File: src/rtl/reg_scoreboard.sv
// Purpose: register-write scoreboard; per-register 2-bit pending-writer counters for RAW/overflow hazards.
// Latency: stall is combinational from current inputs; busy_mask and err are registered (one cycle).
// Backpressure: stall holds decode while a source is pending or the destination counter would saturate.
module reg_scoreboard (
    input  logic        clk,
    input  logic        rst,
    input  logic        issue_valid,
    input  logic [4:0]  issue_rs1,
    input  logic        issue_rs1_used,
    input  logic [4:0]  issue_rs2,
    input  logic        issue_rs2_used,
    input  logic        issue_we,
    input  logic [4:0]  issue_rd,
    input  logic        retire_valid,
    input  logic [4:0]  retire_rd,
    input  logic        flush_valid,
    input  logic [4:0]  flush_rd,
    output logic        stall,
    output logic [31:0] busy_mask,
    output logic        err
);

    logic [1:0]  cnt     [32];
    logic [1:0]  cnt_nxt [32];
    logic [1:0]  dec     [32];
    logic [1:0]  eff     [32];
    logic [31:0] busy_nxt;
    logic        haz_rs1;
    logic        haz_rs2;
    logic        ovf;
    logic        accept;
    logic        uflow;
    logic        inc;
    logic [2:0]  sum;

    // Retiring writes count as already done so a same-cycle reader sees the negedge regfile write.
    always_comb begin
        for (int n = 0; n < 32; n++) begin
            dec[n] = 2'd0;
            eff[n] = 2'd0;
        end
        for (int n = 1; n < 32; n++) begin
            dec[n] = {1'b0, retire_valid && (retire_rd == 5'(n))}
                   + {1'b0, flush_valid && (flush_rd == 5'(n))};
            eff[n] = (cnt[n] > dec[n]) ? (cnt[n] - dec[n]) : 2'd0;
        end
    end

    always_comb begin
        haz_rs1 = issue_rs1_used && (issue_rs1 != 5'd0) && (eff[issue_rs1] != 2'd0);
        haz_rs2 = issue_rs2_used && (issue_rs2 != 5'd0) && (eff[issue_rs2] != 2'd0);
        ovf     = issue_we && (issue_rd != 5'd0) && (eff[issue_rd] == 2'd3);
        stall   = issue_valid && (haz_rs1 || haz_rs2 || ovf);
        accept  = issue_valid && !stall;
    end

    always_comb begin
        uflow    = 1'b0;
        inc      = 1'b0;
        sum      = 3'd0;
        busy_nxt = 32'd0;
        for (int n = 0; n < 32; n++) begin
            cnt_nxt[n] = 2'd0;
        end
        for (int n = 1; n < 32; n++) begin
            inc = accept && issue_we && (issue_rd == 5'(n));
            sum = {1'b0, cnt[n]} + {2'b00, inc};
            // More decrements than pending writers: clamp and flag.
            if (sum < {1'b0, dec[n]}) begin
                uflow      = 1'b1;
                cnt_nxt[n] = 2'd0;
            end else begin
                cnt_nxt[n] = sum[1:0] - dec[n];
            end
            busy_nxt[n] = (cnt_nxt[n] != 2'd0);
        end
    end

    always_ff @(posedge clk) begin
        if (rst) begin
            for (int n = 0; n < 32; n++) begin
                cnt[n] <= 2'd0;
            end
            busy_mask <= 32'd0;
            err       <= 1'b0;
        end else begin
            for (int n = 0; n < 32; n++) begin
                cnt[n] <= cnt_nxt[n];
            end
            busy_mask <= busy_nxt;
            err       <= err || uflow;
        end
    end

endmodule

File: config.mk
export PLATFORM = sky130hd
export DESIGN_NAME = reg_scoreboard
export DESIGN_NICKNAME = d
export VERILOG_FILES = /design/src/rtl/reg_scoreboard.sv
export SDC_FILE = /design/constraint.sdc
export NUM_CORES = 1
export LEC_CHECK = 0
export BUFFER_PORTS_ARGS = -buffer_cell sky130_fd_sc_hd__buf_2
export CAP_MARGIN = 20
export CORE_MARGIN = 4
export CORE_UTILIZATION = 55
export DETAILED_ROUTE_END_ITERATION = 16
export HOLD_SLACK_MARGIN = 0.03
export PLACE_DENSITY_LB_ADDON = 0.08
export SETUP_SLACK_MARGIN = 0.5
export SLEW_MARGIN = 0
export SYNTH_ARGS = -nofsm -noshare
export SYNTH_HDL_FRONTEND = slang
export SYNTH_SLANG_ARGS = --single-unit
File: constraint.sdc
create_clock -name clk -period 6.8 [get_ports clk]
set_clock_uncertainty 0.15 [all_clocks]
set_input_delay 1.36 -clock clk [delete_from_list [all_inputs] [get_ports clk]]
set_output_delay 1.36 -clock clk [all_outputs]
set_load 0.05 [all_outputs]
==> results.md, run 1 <==
- Initial DRC count: 732
- Grt ovf: 0
- WHS: 0.661 ns
- Number of synthesized flops with an enable pin: 0
- Final period utilization: 0.930
- IR drop worst, VDD: 0.135 mV
- Final worst path period need: 6.32 ns
- CTS tree: done
- # setup viols final: 0
- Mean Syn Cell Area: 8.75 µm²
- Compound-cell area share of the yosys netlist: 0.102
- Initial Util: 0.564
- CTS sink cnt: 94
- Global placer's final weighted congestion: 1.01
- Most frequent cells in the layout: ha_1, inv_1, buf_4
- Endpoint of the worst register-to-register path: err
- Average wire per standard cell: 20.1 µm
- Clock Path Buffers: 2
- Largest family of logic cells by synthesized area: adder cells
- Pwr Density: 118 nW/µm²
- Worst slew pin tran: 0.917 ns
- Relative slew slack: 0.387
- Multiplexer share of the synthesized area: 0.00688
- Die X: 142 µm
- H-Tree Depth: 3
- CP arrival: 4.81 ns
- Min-delay worst type: reg -> reg
- Total track usage: 0.298
- Diode count: 0
- Post-route DRC: 0
- Vias/cell: 5.85
- Total number of yosys warnings: 0
- Max Cap Violations: 0
- Core Box Area: 17400 µm²
- Commonest non-fill, non-tap cell in the layout: ha_1
- Peak Freq: 158 MHz
- #FFs+latches synth: 94
- Post-Synth Adder-Cell Area: 0.363
- First-pass GRT wire length: 46.4 mm
- WL final: 30.4 mm
- Initial antenna violation count: 0
- Syn Inst Count: 1122
- Ports: 67
- Worst-path fanout max: 5
- Chip Height: 142 µm
- Via count: 8865
- Flop-to-flop setup slack: 1.87 ns
- Crit path launch type: primary input
- Unrepaired setup endpoints after global routing: yes
- WP data required: 5.29 ns
- Root buffer cell: clkbuf_16
- CTS Buf Count: 9
- Worst skew pair latency: 0.37 ns
- Number of global-route vias before repair: 8696
- Rows: 48
- Critical path's slowest cell: fa_1
- Port bufs: 65
- Crit-path cells: buf_2 -> nand2b_4 -> buf_6 -> buf_4 -> nor2_2 -> ha_4 -> ha_1 -> inv_1 -> fa_1 -> nor2b_1 -> a221oi_2 -> nor3_1 -> a21oi_1 -> a41oi_2 -> a22o_4 -> buf_6 -> o21a_1 -> buf_6
- RR Startpoint: cnt[0][4]
- Share of flip-flops with an asynchronous set or reset: 0
- Hold path endpoint: cnt[0][44]
- Die area: 20100 µm²
- CP endpoint kind: primary output
- Top-area cell type share of the netlist area: 0.237
- Total power: 1.45 mW
- Hold-fix buffers at CTS: 0
- Reg2Reg Depth: 21
- Top_reg_cell synth: dfxtp_1
- Critical Path Most Common Cell: buf_6
- Final net count: 1568
- Synth top area cells: ha_1, dfxtp_1, fa_1, inv_1, nor3b_1
- Reported leakage power: 5.41 nW
- Most area-hungry cell type in the Yosys netlist: ha_1
- Initial DRT Pass Iterations: 6
- Mapped Area: 9820 µm²
- Largest net degree at the start of global routing: 64
- Critical path type: in -> out
- Synth Area in XOR/XNOR: 0.0277
- Max incr delay on CP: 0.43 ns
- Hpwl dp: 23.3 mm
- Clock-pin slew on the worst setup and hold paths: 0.07 ns
- Hold path depth: 4
- CP Launch Point: retire_rd[0]
- Layout cells sized above 1: 0.293
- Syn nets: 1403
- Hold_sp: cnt[0][44]
- Seq/Total Area, Yosys: 0.192
- Synth Area in Simple Gates: 0.230
- Layout area overhead: 25.5%
- Final hold vios: 0
- Run status: finished clean
- Post-route ant nets: 0
- Synth cell types: 66
- Slew Limit Fails: 0
## cells in the mapped netlist (all sizes together) (2+ instances only)
cell / count
a2111oi: 8
a211o: 4
a211oi: 14
a21boi: 5
a21o: 3
a21oi: 26
a311o: 4
a311oi: 8
a31oi: 9
a32oi: 3
a41oi: 5
and3b: 2
buf: 16
clkbuf: 16
dfxtp: 94
fa: 62
ha: 186
inv: 157
mux4: 3
nand2: 51
nand2b: 30
nand3: 23
nand3b: 6
nand4: 9
nand4b: 3
nor2: 107
nor2b: 11
nor3: 35
nor3b: 56
nor4: 42
nor4bb: 2
o211ai: 3
o21a: 2
o21ai: 26
o221ai: 2
o311a: 2
o311ai: 4
o31a: 2
or2: 34
xor2: 31
## report_power, final
group          leakage [nW]  internal (mW)  total (mW)  switching (mW)
Clock                 0.143          0.287       0.534           0.247
Combinational          4.51          0.128       0.349           0.220
Sequential            0.760          0.562       0.568         0.00615
Total                  5.41          0.977        1.45           0.474
## cell type report
| type | count | area (µm²) |
|---|---|---|
| clock inverter | 6 | 68.8 |
| multi-input combinational | 840 | 7950 |
| fill | 1369 | 5090 |
| tap | 225 | 282 |
| inverter | 157 | 592 |
| sequential | 94 | 1880 |
| timing repair buffer | 185 | 1320 |
| clock buffer | 9 | 225 |
## per-stage QoR
stage / setup WS, ns / std cells / util / area, µm² / TNS [ns]
after floorplan: 0.729 / 1122 / - / 9820 / 0
after global placement: -0.313 / 1482 / 0.634 / 11000 / -0.755
after detailed placement: -0.370 / 1482 / 0.634 / 11000 / -1.57
after CTS: 0.391 / 1501 / 0.658 / 11500 / 0
after global routing: 0.328 / 1516 / 0.707 / 12300 / 0
final: 0.476 / 1516 / 0.707 / 12300 / 0
## worst max path at each step
stage / depth (start not counted) / end
floorplan: 15 / stall
global placement: 25 / err
CTS: 26 / err
global route: 26 / err
detailed placement: 25 / err
finish: 18 / stall
## sequential cells by signal, summed over array words and instances, names as in the netlist
register / flops
cnt: 62
busy_mask: 31
err: 1
## kinds of logic after synthesis
logic type	after synthesis
multiplexers	3
AO/OA/AOI/OAI	139
flip-flops	94
buffers and inverters	189
adder cells (fa/ha/maj)	248
other	1
XOR/XNOR	31
AND/OR/NAND/NOR	417
## layer usage
layer / routed length [µm] / GRT usage
met1: 12500 / 0.382
met2: 13800 / 0.473
met3: 2600 / 0.0728
met4: 1460 / 0.136
met5: 0 / 0.0175
## critical path, delay by kind of cell
family | cells | cell delay (ns)
AOI/OAI and AO/OA | 5 | 1.32
adders and majority gates | 3 | 0.73
and+or+nand+nor | 4 | 0.63
buffers and inverters | 6 | 0.76
## repair_timing
action	in CTS	in global routing
gates resized for setup	22	167
cloned	1	0
setup buffers	3	15
endpoints found under the setup margin	37	64
pin swaps	4	42
(Power assumes the default switching activity.)
==> inputs of run 2 (changes only) <==
==> constraint.sdc (replaced) <==
create_clock -name clk -period 6.6 [get_ports clk]
set_clock_uncertainty 0.15 [all_clocks]
set_input_delay 1.32 -clock clk [delete_from_list [all_inputs] [get_ports clk]]
set_output_delay 1.32 -clock clk [all_outputs]
set_load 0.05 [all_outputs]
==> run 2 against run 1 <==
Effect of this change:
- final area grew 14%
- highest routed layer is now met5
- clock power grew 7.3%
- final cell count grew 9.8%
- critical endpoint is now err
- wire length grew 15%
- largest cell class unchanged
==> results.md, run 2 (same netlist as run 1, synthesis figures left out) <==
- Run status: finished clean (unchanged)
- Total track usage: 0.329 (was 0.298)
- Max Cap Violations: 0 (unchanged)
- WL final: 35.0 mm (was 30.4 mm)
- Reported leakage power: 6.20 nW (was 5.41 nW)
- Layout cells sized above 1: 0.401 (was 0.293)
- Commonest non-fill, non-tap cell in the layout: buf_4 (was ha_1)
- Slew Limit Fails: 0 (unchanged)
- Global placer's final weighted congestion: 1.07 (was 1.01)
- Worst-path fanout max: 6 (was 5)
- Dpl ws: -0.192 ns (was -0.370 ns)
- Layout area overhead: 42.5% (was 25.5%)
- Post-route ant nets: 0 (unchanged)
- Final worst path period need: 6.46 ns
- Clock-pin slew on the worst setup and hold paths: 0.08 ns (was 0.07 ns)
- Placed instance count: 1596 (was 1482)
- Rows: 48 (unchanged)
- Die area: 20100 µm² (unchanged)
- H-Tree Depth: 3 (unchanged)
- CP arrival: 6.53 ns (was 4.81 ns)
- Vias/cell: 5.97 (was 5.85)
- Most frequent cells in the layout: buf_4, ha_1, inv_1 (was ha_1, inv_1, buf_4)
- Initial Util: 0.564 (unchanged)
- Hpwl dp: 23.9 mm (was 23.3 mm)
- Unrepaired setup endpoints after global routing: yes (unchanged)
- CP endpoint kind: flop (was primary output)
- # setup viols final: 0 (unchanged)
- Final period utilization: 0.978
- Post-route DRC: 0 (unchanged)
- Worst slew pin tran: 1.14 ns (was 0.917 ns)
- Core Util, Final: 0.803 (was 0.707)
- Reg with most FFs: cnt (unchanged)
- Diode count: 0 (unchanged)
- Critical path type: in -> reg (was in -> out)
- Crit path launch type: primary input (unchanged)
- Via count: 9932 (was 8865)
- Grt ovf: 0 (unchanged)
- Average wire per standard cell: 21.0 µm (was 20.1 µm)
- Relative slew slack: 0.236 (was 0.387)
- Peak Freq: 155 MHz
- First-pass GRT wire length: 51.4 mm (was 46.4 mm)
- CTS Buf Count: 9 (unchanged)
- Multi-input logic area: 8320 µm² (was 7950 µm²)
- WP data required: 6.68 ns (was 5.29 ns)
- Total power: 1.59 mW (was 1.45 mW)
- Top flop regs: cnt: 62 flops, busy_mask: 31 flops, err: 1 flops (unchanged)
- Pwr Density: 114 nW/µm² (was 118 nW/µm²)
- Number of global-route vias before repair: 9658 (was 8696)
- Final hold vios: 0 (unchanged)
- Initial DRT Pass Iterations: 5 (was 6)
- Worst Setup Slack, final: 0.144 ns (was 0.476 ns)
- # fillers: 1098 (was 1369)
- Ports: 67 (unchanged)
- Die X: 142 µm (unchanged)
- Port bufs: 65 (unchanged)
- Max reg flops: 62 (unchanged)
- Clock Path Buffers: 2 (unchanged)
- FF+latch area: 1880 µm² (unchanged)
- Core Box Area: 17400 µm² (unchanged)
- Chip Height: 142 µm (unchanged)
- Root buffer cell: clkbuf_16 (unchanged)
- Largest net degree at the start of global routing: 64 (unchanged)
- Final net count: 1717 (was 1568)
- Final setup TNS: 0 ns (unchanged)
- Initial DRC count: 1068 (was 732)
- CTS tree: done (unchanged)
- Initial antenna violation count: 1 (was 0)
- IR drop worst, VDD: 0.192 mV (was 0.135 mV)
- CTS sink cnt: 94 (unchanged)
- Final Non-Filler Cells: 1665 (was 1516)
- Min-delay worst type: reg -> reg (unchanged)
- Worst skew pair latency: 0.37 ns (about the same)
run 2: cell count changes in the layout (fill, tap and decap cells not counted), sizes merged:
cell      delta
buf        +148
bufinv       +1
clkbuf       +1
clkinv       +3
clkinvlp     -1
inv          -3
run 2: path summary, 6_finish.rpt:
check / from / endpoint / slack [ns] / cells after the start
setup / recovery: retire_valid / err / 0.14 / 27
setup reg to reg: cnt[0][58] / err / 1.58 / 23
hold / removal: cnt[0][56] / cnt[0][56] / 0.67 / 4
hold reg to reg: cnt[0][56] / cnt[0][56] / 0.67 / 4
run 2: per-stage QoR:
stage,hold WS [ns],area [µm²]
6_report,0.669,14000
5_1_grt,0.707,14000
4_1_cts,0.659,13200
3_5_place_dp,0.658,11900
3_3_place_gp,0.644,11900
2_1_floorplan,0.624,9820
run 2: power breakdown:
part | internal (mW) | total, mW | switching, mW
combinational | 0.175 | 0.434 | 0.259
sequential | 0.579 | 0.587 | 0.00726
clock | 0.330 | 0.573 | 0.243
total | 1.08 | 1.59 | 0.510
run 2: critical path: stages:
cell and delay, ns:
buf_4 0.13, buf_4 0.13, nand4_1 0.17, nor2_1 0.09
ha_1 0.32, ha_1 0.15, inv_1 0.05, fa_1 0.51
inv_1 0.08, o21ai_0 0.37, a32oi_1 0.21, o211ai_1 0.30
a32oi_2 0.15, o21ai_2 0.24, buf_12 0.18, buf_12 0.15
nor4_4 0.05, ha_2 0.24, fa_1 0.54, nor3b_4 0.20
nor2_2 0.07, nor4_2 0.31, buf_4 0.17, nand4_1 0.09
buf_4 0.18, nor2_2 0.09, nor2_1 0.04
run 2: timing repair:
item,in CTS,in global routing
setup endpoints to repair,29,83
setup buffers,25,28
hold endpoints to repair,0,0
pin swaps,76,69
hold buffers,0,0
cloned,1,0
gates resized for setup,170,119
run 2: final cells by class:
class	count	share of cell area
Multi-Input combinational cell	840	0.595
Sequential cell	94	0.135
Clock inverter	6	0.00626
Inverter	157	0.0423
Timing Repair Buffer	334	0.186
Clock buffer	9	0.0161
Tap cell	225	0.0201
run 2: routing by layer:
| layer | global-route usage | vias to the layer above | part of all wire |
|---|---|---|---|
| met4 | 0.169 | 2 | 0.074 |
| met3 | 0.0536 | 191 | 0.089 |
| li1 | - | 4481 | - |
| met2 | 0.531 | 603 | 0.46 |
| met1 | 0.425 | 4655 | 0.38 |
| met5 | 0 | - | 0.00020 |
==> inputs of run 3 (changes only) <==
--- a/config.mk
+++ b/config.mk
@@ -6,13 +6,12 @@
 export NUM_CORES = 1
 export LEC_CHECK = 0
 export BUFFER_PORTS_ARGS = -buffer_cell sky130_fd_sc_hd__buf_2
-export CAP_MARGIN = 20
+export CAP_MARGIN = 25
 export CORE_MARGIN = 4
 export CORE_UTILIZATION = 55
 export DETAILED_ROUTE_END_ITERATION = 16
 export HOLD_SLACK_MARGIN = 0.03
 export PLACE_DENSITY_LB_ADDON = 0.08
-export SETUP_SLACK_MARGIN = 0.5
 export SLEW_MARGIN = 0
 export SYNTH_ARGS = -nofsm -noshare
 export SYNTH_HDL_FRONTEND = slang
==> run 3 against run 2 <==
Effect of this change:
- non-clock buffer count is 46 lower
- total power is 5.3% lower
- sequential cell count unchanged
- critical path depth is 8 lower
- final area shrank 10%
- wire length decreased by 13%
- sequential power barely moved
- clock-buffer cell count stayed put
- hold slack got worse by 0.0075 ns
- global-route usage decreased by 2.7 points
- highest routed layer is now met4
- sequential share of layout area grew 1.6 points
==> results.md, run 3 (same netlist as run 1, synthesis figures left out) <==
- Run status: finished clean (unchanged)
- Crit path launch type: primary input (unchanged)
- CTS Buf Count: 9 (unchanged)
- WL final: 30.3 mm (was 35.0 mm)
- Max reg flops: 62 (unchanged)
- Worst slew pin tran: 0.851 ns (was 1.14 ns)
- Die area: 20100 µm² (unchanged)
- First-pass GRT wire length: 47.3 mm (was 51.4 mm)
- Peak Freq: 154 MHz (was 155 MHz)
- Reg with most FFs: cnt (unchanged)
- Chip Height: 142 µm (unchanged)
- Initial Util: 0.564 (unchanged)
- Unrepaired setup endpoints after global routing: yes (unchanged)
- Top flop regs: cnt: 62 flops, busy_mask: 31 flops, err: 1 flops (unchanged)
- Core Util, Final: 0.720 (was 0.803)
- Grt ovf: 0 (unchanged)
- Total track usage: 0.301 (was 0.329)
- CP endpoint kind: primary output (was flop)
- # setup viols final: 0 (unchanged)
- Initial DRT Pass Iterations: 5 (unchanged)
- Crit-path cells: buf_2 -> nor2b_2 -> nand3_1 -> buf_4 -> nor2_1 -> ha_1 -> ha_1 -> inv_1 -> fa_1 -> nand2b_1 -> a21boi_1 -> mux4_2 -> nand3b_1 -> a32oi_1 -> o21ai_2 -> buf_4 -> clkbuf_16 -> o21a_1 -> buf_2
- Largest net degree at the start of global routing: 64 (unchanged)
- CP Capture Point: stall (was err)
- Dpl ws: -0.192 ns (unchanged)
- H-Tree Depth: 3 (unchanged)
- Top delay family on crit path: buffers and inverters (was adder cells)
- Hold-fix buffers at CTS: 0 (unchanged)
- Final period utilization: 0.983 (was 0.978)
- Post-route ant nets: 0 (unchanged)
- Final setup TNS: 0 ns (unchanged)
- Average wire per standard cell: 18.7 µm (was 21.0 µm)
- Global placer's final weighted congestion: 1.07 (unchanged)
- Max Cap Violations: 0 (unchanged)
- Port bufs: 65 (unchanged)
- Pwr Density: 120 nW/µm² (was 114 nW/µm²)
- Die X: 142 µm (unchanged)
- Worst Setup Slack, final: 0.112 ns (was 0.144 ns)
- Reported leakage power: 5.88 nW (was 6.20 nW)
- Relative slew slack: 0.431 (was 0.236)
- # fillers: 1380 (was 1098)
- Final hold vios: 0 (unchanged)
- Final net count: 1671 (was 1717)
- CP Launch Point: flush_rd[0] (was retire_valid)
- Rows: 48 (unchanged)
- Slew Limit Fails: 0 (unchanged)
- Initial DRC count: 970 (was 1068)
- RR Startpoint: cnt[0][4] (was cnt[0][58])
- Worst skew pair latency: 0.36 ns (was 0.37 ns)
- Flop-to-flop setup slack: 1.58 ns (about the same)
- Critical path type: in -> out (was in -> reg)
- Vias/cell: 5.66 (was 5.97)
- Hold path depth: 4 (unchanged)
- Root buffer cell: clkbuf_16 (unchanged)
- Post-route DRC: 0 (unchanged)
- Number of global-route vias before repair: 8972 (was 9658)
- Total power: 1.51 mW (was 1.59 mW)
- Crit path buf inv count: 6 (was 8)
- Ports: 67 (unchanged)
- Clock Path Buffers: 2 (unchanged)
- Reg2Reg Depth: 21 (was 23)
- CTS tree: done (unchanged)
- Most frequent cells in the layout: buf_4, ha_1, inv_1 (unchanged)
- Multi-input logic area: 7370 µm² (was 8320 µm²)
- CP Depth: 19 (was 27)
- IR drop worst, VDD: 0.171 mV (was 0.192 mV)
- Worst-path fanout max: 6 (unchanged)
- Hpwl dp: 23.9 mm (unchanged)
- Layout area overhead: 27.8% (was 42.5%)
- Commonest non-fill, non-tap cell in the layout: buf_4 (unchanged)
- Max incr delay on CP: 0.50 ns (was 0.54 ns)
- Via count: 9176 (was 9932)
- Final worst path period need: 6.49 ns (was 6.46 ns)
- CTS sink cnt: 94 (unchanged)
- FF+latch area: 1880 µm² (unchanged)
- Critical path's slowest cell: mux4_2 (was fa_1)
- WP data required: 5.13 ns (was 6.68 ns)
- Initial antenna violation count: 0 (was 1)
- Min-delay worst type: reg -> reg (unchanged)
- Endpoint of the worst register-to-register path: err (unchanged)
- Layout cells sized above 1: 0.274 (was 0.401)
- Core Box Area: 17400 µm² (unchanged)
- CP arrival: 5.02 ns (was 6.53 ns)
- Clock-pin slew on the worst setup and hold paths: 0.06 ns (was 0.08 ns)
==> run 3: changes by cell type in the layout (fill, tap and decap cells not counted), moves of 16 or more <==
cell / delta
nor4_4: -16
nor4_1: +26
ha_2: -27
buf_6: -20
nor2_2: -18
buf_4: -28
nor2_1: +23
ha_1: +32
==> run 3: timing repair <==
item                       CTS  global route
hold endpoints to repair     0             0
gates resized for setup      0            39
setup buffers                0             6
setup endpoints to repair    0             5
==> run 3: final cells by class <==
cell class	instances	share of cell area
multi-input cells	840	0.587
repair buffers	288	0.168
flip-flops and latches	94	0.150
inverters	157	0.0472
well taps	225	0.0224
clock buffers	9	0.0180
clock inverters	6	0.00698
diodes	1	0.000200
==> run 3: report_power, final <==
group / total (mW) / internal [mW] / switching [mW]
clock: 0.573 / 0.330 / 0.243
sequential: 0.586 / 0.579 / 0.00675
combinational: 0.351 / 0.138 / 0.213
total: 1.51 / 1.05 / 0.463
==> run 3: per-stage QoR <==
stage               cells  hold WS, ns  area [µm²]
floorplan            1122        0.624        9820
global placement     1596        0.644       11900
detailed placement   1596        0.658       11900
CTS                  1611        0.668       12200
global route         1619        0.698       12500
finish               1620        0.662       12500
==> run 3: worst min-delay path by stage <==
stage,from,end,slack [ns]
2_1_floorplan,cnt[0][10],cnt[0][10],0.62
3_3_place_gp,cnt[0][54],cnt[0][54],0.64
3_5_place_dp,cnt[0][24],cnt[0][24],0.66
4_1_cts,cnt[0][60],cnt[0][60],0.67
5_1_grt,cnt[0][48],cnt[0][48],0.70
6_report,cnt[0][48],cnt[0][48],0.66
==> run 3: worst register-to-register path, stage by stage, from the launching register on <==
cell,delay [ns]
dfxtp_1,0.32
inv_1,0.10
ha_1,0.16
inv_1,0.05
fa_1,0.50
nand2b_1,0.08
a2111oi_1,0.37
a2111oi_0,0.14
o31a_1,0.35
a2111oi_4,0.26
buf_4,0.18
a22o_4,0.17
buf_4,0.18
nor4_1,0.07
ha_1,0.26
fa_1,0.53
nor3b_1,0.18
nor2_1,0.08
nor4_1,0.43
nand4_1,0.14
nor2_1,0.13
nor2_1,0.04
==> run 3: routing by layer <==
metal  wire (µm)  GRT usage  vias up
li1            -          -     4387
met1       12700      0.405     4277
met2       13900      0.493      421
met3        2340     0.0404       91
met4        1330      0.117        0
met5           0          0        -
